--- config.mk ---
export PLATFORM = sky130hd
export DESIGN_NAME = instr_fetch_unit
export DESIGN_NICKNAME = d
export VERILOG_FILES = /design/src/rtl/instr_fetch_unit.sv
export SDC_FILE = /design/constraint.sdc
export NUM_CORES = 1
export LEC_CHECK = 0
export BUFFER_PORTS_ARGS = -buffer_cell sky130_fd_sc_hd__buf_4
export CAP_MARGIN = 0
export CELL_PAD_IN_SITES_DETAIL_PLACEMENT = 0
export CELL_PAD_IN_SITES_GLOBAL_PLACEMENT = 2
export CORE_MARGIN = 1.5
export CORE_UTILIZATION = 26
export CTS_CLUSTER_DIAMETER = 40
export DETAILED_ROUTE_END_ITERATION = 16
export PLACE_DENSITY = 0.83
export SLEW_MARGIN = 15
export SYNTH_ARGS = -nofsm -noshare
export SYNTH_HDL_FRONTEND = slang
export SYNTH_SLANG_ARGS = --single-unit
export TNS_END_PERCENT = 30
--- constraint.sdc ---
create_clock -name CLK -period 2.7 [get_ports CLK]
set_clock_uncertainty 0.05 [all_clocks]
set_input_delay 0.27 -clock CLK [delete_from_list [all_inputs] [get_ports CLK]]
set_output_delay 0.27 -clock CLK [all_outputs]
set_load 0.01 [all_outputs]
--- src/rtl/instr_fetch_unit.sv ---
// Instruction-fetch stage: reads the word at the current PC over a req/ack handshake,
// latches it into the IR and produces PC+4. Optional fetch timeout under FETCH_TIMEOUT_EN.
module instr_fetch_unit #(
  parameter int ADDR_W = 32,
  parameter int DATA_W = 32
`ifdef FETCH_TIMEOUT_EN
  ,
  parameter int TIMEOUT_CYCLES = 16
`endif
) (
  input  logic              CLK,
  input  logic              RST,
  input  logic              fetch_start,
  input  logic [ADDR_W-1:0] pc_in,
  output logic              imem_req,
  output logic [ADDR_W-1:0] imem_addr,
  input  logic              imem_ack,
  input  logic [DATA_W-1:0] imem_rdata,
  output logic [DATA_W-1:0] ir_out,
  output logic [ADDR_W-1:0] pc_plus4,
  output logic              fetch_done,
  output logic              fetch_err,
  output logic              busy
);

  typedef enum logic [1:0] {
    IDLE = 2'd0,
    REQ  = 2'd1,
    DONE = 2'd2,
    ERR  = 2'd3
  } state_e;

  state_e            state_q;
  logic [ADDR_W-1:0] addr_q;
  logic [DATA_W-1:0] ir_q;
  logic [ADDR_W-1:0] pc_plus4_q;
  logic              req_q;
  logic              done_q;
  logic              err_q;
  logic              busy_q;

`ifdef FETCH_TIMEOUT_EN
  localparam int CNT_W = $clog2(TIMEOUT_CYCLES + 1);
  logic [CNT_W-1:0] cnt_q;
`endif

  // NOTE: every register here is updated with <= so all of them sample the
  // pre-edge values together; a blocking = would leak new state into later lines.
  always_ff @(posedge CLK) begin
    if (RST) begin
      state_q    <= IDLE;
      addr_q     <= '0;
      ir_q       <= '0;
      pc_plus4_q <= '0;
      req_q      <= 1'b0;
      done_q     <= 1'b0;
      err_q      <= 1'b0;
      busy_q     <= 1'b0;
`ifdef FETCH_TIMEOUT_EN
      cnt_q      <= '0;
`endif
    end else begin
      done_q <= 1'b0;
      err_q  <= 1'b0;
      case (state_q)
        IDLE: begin
          if (fetch_start) begin
            addr_q <= pc_in;
            busy_q <= 1'b1;
`ifdef FETCH_TIMEOUT_EN
            cnt_q  <= '0;
`endif
            // A misaligned PC never reaches memory.
            if (pc_in[1:0] != 2'b00) begin
              state_q <= ERR;
              err_q   <= 1'b1;
            end else begin
              state_q <= REQ;
              req_q   <= 1'b1;
            end
          end
        end
        REQ: begin
          if (imem_ack) begin
            ir_q       <= imem_rdata;
            pc_plus4_q <= addr_q + ADDR_W'(4);
            req_q      <= 1'b0;
            done_q     <= 1'b1;
            state_q    <= DONE;
          end
`ifdef FETCH_TIMEOUT_EN
          else if (cnt_q == CNT_W'(TIMEOUT_CYCLES - 1)) begin
            req_q   <= 1'b0;
            err_q   <= 1'b1;
            state_q <= ERR;
          end else begin
            cnt_q <= cnt_q + CNT_W'(1);
          end
`endif
        end
        DONE, ERR: begin
          state_q <= IDLE;
          busy_q  <= 1'b0;
        end
        default: begin
          state_q <= IDLE;
          req_q   <= 1'b0;
          busy_q  <= 1'b0;
        end
      endcase
    end
  end

  assign imem_req   = req_q;
  assign imem_addr  = addr_q;
  assign ir_out     = ir_q;
  assign pc_plus4   = pc_plus4_q;
  assign fetch_done = done_q;
  assign fetch_err  = err_q;
  assign busy       = busy_q;

endmodule
* After elaboration in Yosys (flattened, before gate mapping) *
Cells that the tools add are included.

word-level totals
  flip-flop bits (word level) = 102
  input port bits = 68
  output and inout bits = 100
  logic and storage cells = 42

cells by class
  add/subtract/negate cells = 1
  equality and inequality tests = 6
  mux-type cells = 12
  bitwise gates (word level) = 3
  reduce and logical (&&, ||, !) cells = 12

operators with widths
  operator                                                               count
  32-bit by 3-bit adder with 32-bit output, second input constant        1
  2-bit AND reduction                                                    4
  1-bit 2-to-1 mux                                                       6
  2-bit 2-to-1 mux                                                       3
  2-bit inequality test, second input constant                           3
  2-bit case mux with 3 select lines                                     1
  2-bit nonzero test                                                     3
  2-bit equality test, second input constant                             2
  1-bit case mux with 2 select lines                                     2
  4-bit AND reduction                                                    1
  2-bit OR reduction                                                     2
  1-bit NOT                                                              3
  3-bit OR reduction                                                     1
  2-bit by 1-bit equality test with 1-bit output, second input constant  1
  2-bit logical NOT                                                      1

* Logic depth before layout (Yosys ltp) *
Gate-level depths: netlist of the first run.

  depth in word-level cells = 4
  gate-level depth with buffers = 6

* Worst setup path after synthesis of the first run *
Ideal clock, no wire load.

  path type = register -> register
  start point = register addr_q[2] (netlist: imem_addr[2])
  end point = register pc_plus4_q[18] (netlist: pc_plus4[18])
  setup time = 91 ps
  data arrival time = 2002 ps
  required time = 2559 ps
  slack = 557 ps
  cell stages (with the launch flop) = 6
  path buffers = 0
  clock period less this slack = 2143 ps
  path through = dfxtp_1 ha_1 nand3_1 nor4_1 or3b_2 a311oi_1

on the way
  cells in the longest elaborated chain, start to end = 1

RTL lines
  element                                   RTL line  text
  start: declaration                        34        logic [ADDR_W-1:0] addr_q;
  start signal: assignment                  68        addr_q <= pc_in;
  32-bit by 3-bit adder with 32-bit output  86        pc_plus4_q <= addr_q + ADDR_W'(4);
  end signal: assignment                    86
  end: declaration                          36        logic [ADDR_W-1:0] pc_plus4_q;

Every way passes these cells.
A chain may end at the register's enable or synchronous reset.

* Worst setup path in the final report of the first run *
Same ends and word-level chain as after synthesis.

==> run_results.csv, run 1 <==
group,metric,value,unit
timing,maxSlewViolCount,0,
synth,ys_warn_count,0,
timing,setup_ws,0.3380,ns
setup_path,arrival,2.57,ns
synth,synth-seq-cells,102,
power_and_ir_drop,power.leakage,0.002334,uW
cts,post_cts_buffers,0,
cts,cts_tree,"built",
placement,hpwl,9280,um
synth,synth_xor_area_share,2.331,%
cts,cts_resized,0,
cts,cts_sinks,102,
final_layout,drive_above_1_share,30.42,%
cts,cts_buffers,9,
global_route,grt_pass1_vias,3865,
placement,place_ws,0.3423,ns
die,die_h,129.1,um
final_layout,post-route-util,38.33,%
die,die_area,16670,um^2
min_path,hold_path.class,"input pin to flop",
placement,port_buffers,167,
route,remaining_drc_errors,0,
power_and_ir_drop,ir_worst_vdd,0.3006,mV
global_route,track_usage,15.47,%
synth,synth_adder_area_share,0.3027,%
synth,synthDistinctLibCells,37,
setup_path,path_class,"flop to flop",
route,top_layer,"met4",
global_route,grt_first_pass_wirelength,20000,um
status,status,"complete, no violations",
die,dieWidth,129.1,um
route,ant_nets,0,
timing,tightest_slew,0.8310,ns
final_layout,syn_to_final_growth,42.52,%
synth,synthCells,519,
synth,synth_flop_cell,"dfxtp_1",
route,drt_iter0_markers,209,
die,io-pin-count,168,
setup_path,cp-end-kind,"flop",
die,row_count,45,
flow_run,cap_violations,0,
synth,synth_seq_area_share,49.39,%
route,viasPerCell,4.592,
global_route,grt_max_degree,77,
route,dr_wl_met2,6002,um
setup_path,cp_data_required_time,2.91,ns
cts,holdBufCountCts,0,
final_layout,final_common_cell,"buf_4",
synth,muxShareOfSynthArea,0,%
timing,post-route-period-util,87.48,%
synth,synthSimpleGateAreaFrac,27.94,%
timing,setup_viol,0,
synth,syn_area,4134,um^2
cts,max-clock-path-buffers,2,
final_layout,n_fill_cell,1573,
cts,clk_latency,0.35,ns
placement,place.gp.congestion,0.7994,
synth,ys_top_cells_by_area,"dfxtp_1, nand2_1, a21oi_1, nor2_1, a211oi_1",
synth,postSynthAreaPerCell,7.965,um^2
final_layout,layout_common_cells,"buf_4, nand2_1, dfxtp_1",
global_route,antenna_found_initial,0,
route,wirelength,12870,um
timing,final.setup.tns,0,ns
timing,rsz0062_at_grt,"false",
setup_path,start_kind,"flop",
route,vias,4064,
cts,cts_root_buffer,"clkbuf_16",
synth,synthArstFlopShare,0,%
route,wire_per_inst,14.54,um
final_layout,antenna_cells,0,
timing,slew_headroom,44.60,%
timing,layout_min_cycle_time,2.362,ns
synth,synth_edf_count,0,
timing,fmax,0.4234,GHz
timing,hold_violations,0,
setup_path,cp_max_fo,7,
timing,timing.hold.ws,0.1046,ns
synth,yosys.area.top_type,"dfxtp_1",
power_and_ir_drop,power.density,589.7,nW/um^2
final_layout,nNetsFinal,738,
route,met1Wirelength,5890,um
die,start_util,26.89,%
route,drt-pass1-iter-count,5,
route,wl_met3,748,um
placement,placed_area,5592,um^2
synth,synth_fp_nets,588,
synth,synth_top_family_by_area,"simple AND/OR/NAND/NOR gates",
cts,cts_htree_levels,3,
synth,yosysTopAreaCellShare,49.39,%
final_layout,design_area,5892,um^2
synth,synth-compound-area-share,15.83,%
die,design.core.area,15370,um^2
global_route,grt_overflow_total,0,
cts,clkTransAtPathRegs,0.07,ns
[per-stage QoR]
stage | total power (uW) | instances
detailed placement | 2185 | 869
CTS | 3529 | 885
global route | 3654 | 885
floorplan | 1913 | 519
global placement | 2178 | 869
finish | 3474 | 885
[per-layer routing]
layer  vias to the layer above  track usage, %
met1                      1840           19.53
met4                         0           5.552
met3                        16           4.046
met5                         -               0
li1                       2092               -
met2                       116           25.54
[cell type report]
class                   instances  area [um^2]  share of cell area (%)
clock buffers                  11        242.7                   4.120
flip-flops and latches        102         2042                   34.66
well taps                     211        264.0                   4.481
multi-input cells             373         1922                   32.62
repair buffers                177         1341                   22.76
inverters                       6        22.52                  0.3822
clock inverters                 5        57.56                  0.9769
[final timing paths]
kind	start	endpoint	slack, ns	cells after the start
worst min-delay path	imem_rdata[18]	ir_out[18]	0.10	3
worst max register to register	imem_addr[2]	pc_plus4[18]	0.34	5
worst max-delay path	imem_addr[2]	pc_plus4[18]	0.34	5
worst min register to register	ir_out[28]	ir_out[28]	0.40	2
[cell families after synthesis]
logic type	after synthesis
compound gates	109
xor+xnor	11
flops	102
simple gates	252
buf+inv	44
fa+ha+maj	1
[Yosys cell counts, types with 3 or more instances]
| cell type | number |
|---|---|
| nor2_1 | 39 |
| a211oi_1 | 18 |
| xnor2_1 | 8 |
| dfxtp_1 | 102 |
| a21oi_1 | 70 |
| and4_1 | 6 |
| nand4_1 | 7 |
| buf_1 | 3 |
| clkbuf_1 | 33 |
| o21ai_0 | 3 |
| xor2_1 | 3 |
| or3_1 | 3 |
| or4_1 | 3 |
| a311oi_1 | 9 |
| nand2_1 | 147 |
| nor4_1 | 17 |
| o31ai_1 | 3 |
| inv_1 | 6 |
| nor3_1 | 9 |
| nand3_1 | 6 |
[registers in the layout (all words and copies together), names as in the netlist]
signal,count
state_q,2
fetch_err,1
busy,1
fetch_done,1
imem_req,1
imem_addr,32
pc_plus4,32
ir_out,32
[worst max-delay path: stages, from the launching register on]
cell and delay (ns):
dfxtp_1 0.43, ha_1 0.24, nand3_1 0.24, nor4_1 0.56
or3b_2 0.49, a311oi_1 0.26
[report_power, final]
| part | switching [uW] | internal (uW) |
|---|---|---|
| sequential | 86.8 | 1590 |
| clock | 584 | 747 |
| combinational | 239 | 232 |
Power figures use the tool's default switching activity.
==> run 2, diff against run 1 <==
--- a/config.mk
+++ b/config.mk
@@ -10,10 +10,10 @@
 export CELL_PAD_IN_SITES_DETAIL_PLACEMENT = 0
 export CELL_PAD_IN_SITES_GLOBAL_PLACEMENT = 2
 export CORE_MARGIN = 1.5
-export CORE_UTILIZATION = 26
+export CORE_UTILIZATION = 28
 export CTS_CLUSTER_DIAMETER = 40
 export DETAILED_ROUTE_END_ITERATION = 16
-export PLACE_DENSITY = 0.83
+export PLACE_DENSITY = 0.88
 export SLEW_MARGIN = 15
 export SYNTH_ARGS = -nofsm -noshare
 export SYNTH_HDL_FRONTEND = slang
==> constraint.sdc (replaced) <==
create_clock -name CLK -period 3 [get_ports CLK]
set_clock_uncertainty 0.05 [all_clocks]
set_input_delay 0.3 -clock CLK [delete_from_list [all_inputs] [get_ports CLK]]
set_output_delay 0.3 -clock CLK [all_outputs]
set_load 0.01 [all_outputs]
==> run_results.csv, run 2 (same netlist as run 1, synthesis figures left out) <==
group,metric,value,unit
power_and_ir_drop,p_sw_share,26.12,%
global_route,antenna_found_initial,0,
die,start_util,28.55,%
cts,clkTransAtPathRegs,0.07,ns
min_path,hold_path.class,"input pin to flop",
placement,port_buffers,167,
final_layout,syn_to_final_growth,40.65,%
global_route,grt_max_degree,62,
die,row_count,44,
setup_path,rr_worst_depth,5,
global_route,grt_pass1_vias,3975,
timing,final.setup.tns,0,ns
power_and_ir_drop,ir_worst_vdd,0.2938,mV
status,status,"complete, no violations",
route,wire_per_inst,14.94,um
cts,cts_root_buffer,"clkbuf_16",
placement,hpwl,9143,um
final_layout,antenna_cells,0,
route,vias,4114,
cts,max-clock-path-buffers,2,
final_layout,design_area,5814,um^2
power_and_ir_drop,power_frac_seq,48.3,%
timing,slew_headroom,48.64,%
setup_path,start_kind,"flop",
global_route,grt_first_pass_wirelength,20710,um
global_route,grt_overflow_total,0,
min_path,hp-start,"pc_in[21]",
cts,cts_tree,"built",
cts,cts_sinks,102,
setup_path,cp-end-kind,"flop",
route,wirelength,12760,um
timing,fmax,0.4115,GHz
timing,maxSlewViolCount,0,
die,io-pin-count,168,
setup_path,crit_start,"imem_addr[2]",
timing,setup_viol,0,
final_layout,nNetsFinal,735,
timing,layout_min_cycle_time,2.430,ns
cts,post_cts_buffers,0,
power_and_ir_drop,power_switching,813.3,uW
power_and_ir_drop,power.density,535.5,nW/um^2
route,drt-pass1-iter-count,4,
placement,place.gp.congestion,0.7901,
route,remaining_drc_errors,0,
timing,tightest_slew,0.7633,ns
flow_run,cap_violations,0,
final_layout,n_fill_cell,1513,
final_layout,final_common_cell,"buf_4",
die,die_h,124.5,um
die,die_area,15500,um^2
setup_path,r2r-start,"imem_addr[2]",
power_and_ir_drop,p_comb_share,13.6,%
power_and_ir_drop,p_clk_share,38.1,%
cts,holdBufCountCts,0,
cts,cts_resized,0,
power_and_ir_drop,power.leakage,0.002304,uW
setup_path,cp_max_fo,7,
setup_path,cp_data_required_time,3.21,ns
power_and_ir_drop,p_int,2300,uW
placement,placed_area,5523,um^2
final_layout,fin_cells,854,
power_and_ir_drop,power.total,3114,uW
setup_path,path_class,"flop to flop",
cts,cts_buffers,9,
setup_path,arrival,2.64,ns
placement,placed_cells,839,
min_path,hold_depth,3,
timing,hold_violations,0,
timing,rsz0062_at_grt,"false",
final_layout,drive_above_1_share,29.85,%
die,dieWidth,124.5,um
timing,post-route-period-util,81.01,%
die,design.core.area,14480,um^2
final_layout,layout_common_cells,"buf_4, nand2_1, dfxtp_1",
route,ant_nets,0,
route,viasPerCell,4.817,
cts,cts_htree_levels,3,
cts,clk_latency,0.35,ns
global_route,track_usage,16.66,%
route,drt_iter0_markers,188,
run 2: cell types whose count changed in the layout (fill, tap and decap cells not counted), sizes merged:
| cell | previous run | this run |
|---|---|---|
| buf | 177 | 174 |
| clkinv | 3 | 0 |
| clkinvlp | 0 | 2 |
| clkbuf | 11 | 12 |
| inv | 7 | 6 |
run 2: cell type report:
cell class | count | area [um^2] | share of cell area (%)
multi-input cells | 373 | 1922 | 33.05
inverters | 6 | 22.52 | 0.3873
clock inverters | 3 | 45.04 | 0.7747
clock buffers | 12 | 246.5 | 4.239
flip-flops and latches | 102 | 2042 | 35.12
repair buffers | 174 | 1306 | 22.47
well taps | 184 | 230.2 | 3.960
run 2: stage by stage:
step	hold slack, ns	util [%]	setup slack (ns)
6_report	0.1416	40.16	0.5697
4_1_cts	0.1262	40.16	0.5679
3_5_place_dp	0.3966	38.14	0.6019
2_1_floorplan	0.3860	-	0.8568
3_3_place_gp	0.3923	38.14	0.7392
5_1_grt	0.1353	40.16	0.4365
run 2: power by group through the flow:
stage	registers (uW)	logic [uW]	clock network [uW]
after CTS	1510	431	1220
final	1500	424	1190
after floorplan	1550	173	0
after global routing	1520	468	1280
after global placement	1530	426	0
after detailed placement	1540	430	0
run 2: critical path, cell delays in order, from the launching register on:
cell and delay (ns):
dfxtp_1 0.42, ha_1 0.24, nand3_1 0.27, nor4_1 0.58, or3b_2 0.49, a311oi_1 0.29
run 2: per-layer routing:
| layer | wire, um | GRT usage, % | up-vias | part of all wire (%) |
|---|---|---|---|---|
| met2 | 5883 | 26.96 | 122 | 46 |
| met5 | 0 | 0 | - | 0 |
| met1 | 5918 | 21.20 | 1885 | 46 |
| met4 | 328 | 7.776 | 0 | 2.6 |
| li1 | - | - | 2086 | - |
| met3 | 628 | 3.522 | 21 | 4.9 |
run 2: path summary, 6_finish.rpt:
check,slack (ns),end
setup / recovery,0.57,pc_plus4[18]
hold / removal,0.14,imem_addr[21]
hold reg to reg,0.41,ir_out[22]
setup reg to reg,0.57,pc_plus4[18]
==> run 3, diff against run 2 <==
--- a/config.mk
+++ b/config.mk
@@ -10,10 +10,10 @@
 export CELL_PAD_IN_SITES_DETAIL_PLACEMENT = 0
 export CELL_PAD_IN_SITES_GLOBAL_PLACEMENT = 2
 export CORE_MARGIN = 1.5
-export CORE_UTILIZATION = 28
+export CORE_UTILIZATION = 23
 export CTS_CLUSTER_DIAMETER = 40
 export DETAILED_ROUTE_END_ITERATION = 16
-export PLACE_DENSITY = 0.88
+export PLACE_DENSITY = 0.78
 export SLEW_MARGIN = 15
 export SYNTH_ARGS = -nofsm -noshare
 export SYNTH_HDL_FRONTEND = slang
==> constraint.sdc (replaced) <==
create_clock -name CLK -period 2.22 [get_ports CLK]
set_clock_uncertainty 0.05 [all_clocks]
set_input_delay 0.222 -clock CLK [delete_from_list [all_inputs] [get_ports CLK]]
set_output_delay 0.222 -clock CLK [all_outputs]
set_load 0.01 [all_outputs]
==> run_results.csv, run 3 (same netlist as run 1, synthesis figures left out) <==
group,metric,value,unit
status,status,"complete, no violations",
global_route,grt_max_degree,71,
cts,post_cts_buffers,0,
cts,cts_tree,"built",
flow_run,cap_violations,0,
timing,layout_min_cycle_time,2.059,ns
timing,timing.hold.ws,0.06255,ns
cts,cts_htree_levels,3,
power_and_ir_drop,power_frac_seq,46.2,%
die,dieWidth,137.1,um
global_route,track_usage,14.43,%
power_and_ir_drop,p_comb_share,14.3,%
setup_path,start_kind,"flop",
cts,clk_latency,0.35,ns
setup_path,rr_worst_depth,4,
min_path,min_to,"ir_out[5]",
die,io-pin-count,168,
cts,cts_buffers,9,
cts,max-clock-path-buffers,2,
route,ant_nets,0,
timing,tightest_slew,0.7818,ns
final_layout,final_common_cell,"buf_4",
global_route,antenna_found_initial,0,
power_and_ir_drop,power.density,720.7,nW/um^2
route,drt_iter0_markers,205,
setup_path,cp_max_fo,15,
placement,hpwl,10150,um
min_path,hold_depth,3,
power_and_ir_drop,p_clk_share,39.5,%
route,drt-pass1-iter-count,4,
setup_path,cp-end-kind,"flop",
route,viasPerCell,4.518,
die,design.core.area,17420,um^2
timing,final.setup.tns,0,ns
timing,hold_violations,0,
final_layout,post-route-util,34.81,%
power_and_ir_drop,power.leakage,0.002424,uW
power_and_ir_drop,power_switching,1149,uW
cts,holdBufCountCts,0,
die,start_util,23.74,%
final_layout,drive_above_1_share,32.17,%
global_route,grt_overflow_total,0,
final_layout,antenna_cells,0,
timing,setup_ws,0.1610,ns
die,die_area,18790,um^2
global_route,grt_pass1_vias,3919,
setup_path,cp_data_required_time,2.43,ns
die,row_count,48,
setup_path,reg2reg_setup_slack,0.16,ns
cts,cts_sinks,102,
final_layout,syn_to_final_growth,46.67,%
cts,cts_resized,0,
placement,place.gp.congestion,0.7657,
setup_path,arrival,2.27,ns
setup_path,path_class,"flop to flop",
power_and_ir_drop,p_sw_share,26.28,%
power_and_ir_drop,p_int,3221,uW
timing,setup_viol,0,
power_and_ir_drop,power.total,4370,uW
route,vias,4134,
die,die_h,137.1,um
final_layout,n_fill_cell,1829,
route,wire_per_inst,15.11,um
global_route,grt_first_pass_wirelength,20870,um
min_path,hold_path.class,"input pin to flop",
final_layout,nNetsFinal,754,
route,wirelength,13830,um
cts,cts_root_buffer,"clkbuf_16",
placement,place_ws,0.1743,ns
final_layout,layout_common_cells,"buf_4, nand2_1, dfxtp_1",
timing,post-route-period-util,92.75,%
cts,clkTransAtPathRegs,0.08,ns
power_and_ir_drop,ir_worst_vdd,0.3638,mV
setup_path,r2r-start,"imem_addr[11]",
min_path,hp-start,"imem_rdata[5]",
timing,slew_headroom,47.88,%
setup_path,r2r_end,"pc_plus4[19]",
timing,rsz0062_at_grt,"false",
route,remaining_drc_errors,0,
placement,port_buffers,167,
timing,maxSlewViolCount,0,
timing,fmax,0.4857,GHz
-- run 3: cell types whose count changed in the layout (fill, tap and decap cells not counted), sizes merged --
cell,previous run,this run
clkinvlp,2,3
inv,6,7
clkbuf,12,9
bufinv,1,2
clkinv,0,1
buf,174,193
-- run 3: final cells by class --
| cell class | count | area, um^2 | area share (%) |
|---|---|---|---|
| flip-flops and latches | 102 | 2042 | 33.68 |
| multi-input cells | 373 | 1922 | 31.70 |
| repair buffers | 193 | 1474 | 24.31 |
| well taps | 225 | 281.5 | 4.643 |
| clock buffers | 9 | 225.2 | 3.714 |
| clock inverters | 7 | 96.34 | 1.589 |
| inverters | 6 | 22.52 | 0.3714 |
-- run 3: worst max-delay path by stage --
| stage | start | endpoint | slack, ns | depth (start not counted) |
|---|---|---|---|---|
| CTS | imem_addr[11] | pc_plus4[19] | 0.16 | 4 |
| floorplan | imem_addr[2] | pc_plus4[18] | 0.08 | 5 |
| global route | imem_addr[2] | pc_plus4[18] | 0.005 | 5 |
| finish | imem_addr[11] | pc_plus4[19] | 0.16 | 4 |
| detailed placement | imem_addr[11] | pc_plus4[19] | 0.17 | 4 |
| global placement | imem_addr[11] | pc_plus4[19] | 0.20 | 4 |
-- run 3: critical path, stage by stage, from the launching register on --
cell and delay [ns]:
dfxtp_1 0.44, nand4_4 0.18, or4_4 0.61, or3_2 0.43
a311oi_1 0.25
-- run 3: power groups by stage --
stage               Sequential [uW]  Combinational, uW  Clock, uW
finish                         2020                624       1730
global route                   2030                687       1850
CTS                            2020                635       1790
detailed placement             2060                633          0
global placement               2060                631          0
floorplan                      2090                234          0
-- run 3: layer usage --
layer	wire length (um)	vias to the layer above	GRT usage, %
li1	-	2129	-
met1	6309	1848	18.16
met2	6384	141	24.51
met3	926	16	3.037
met4	206	0	4.737
met5	0	-	0
-- run 3: per-stage QoR --
stage               area, um^2  std cells
floorplan                 4134        519
global placement          5742        899
detailed placement        5742        899
CTS                       6063        915
global route              6063        915
finish                    6063        915
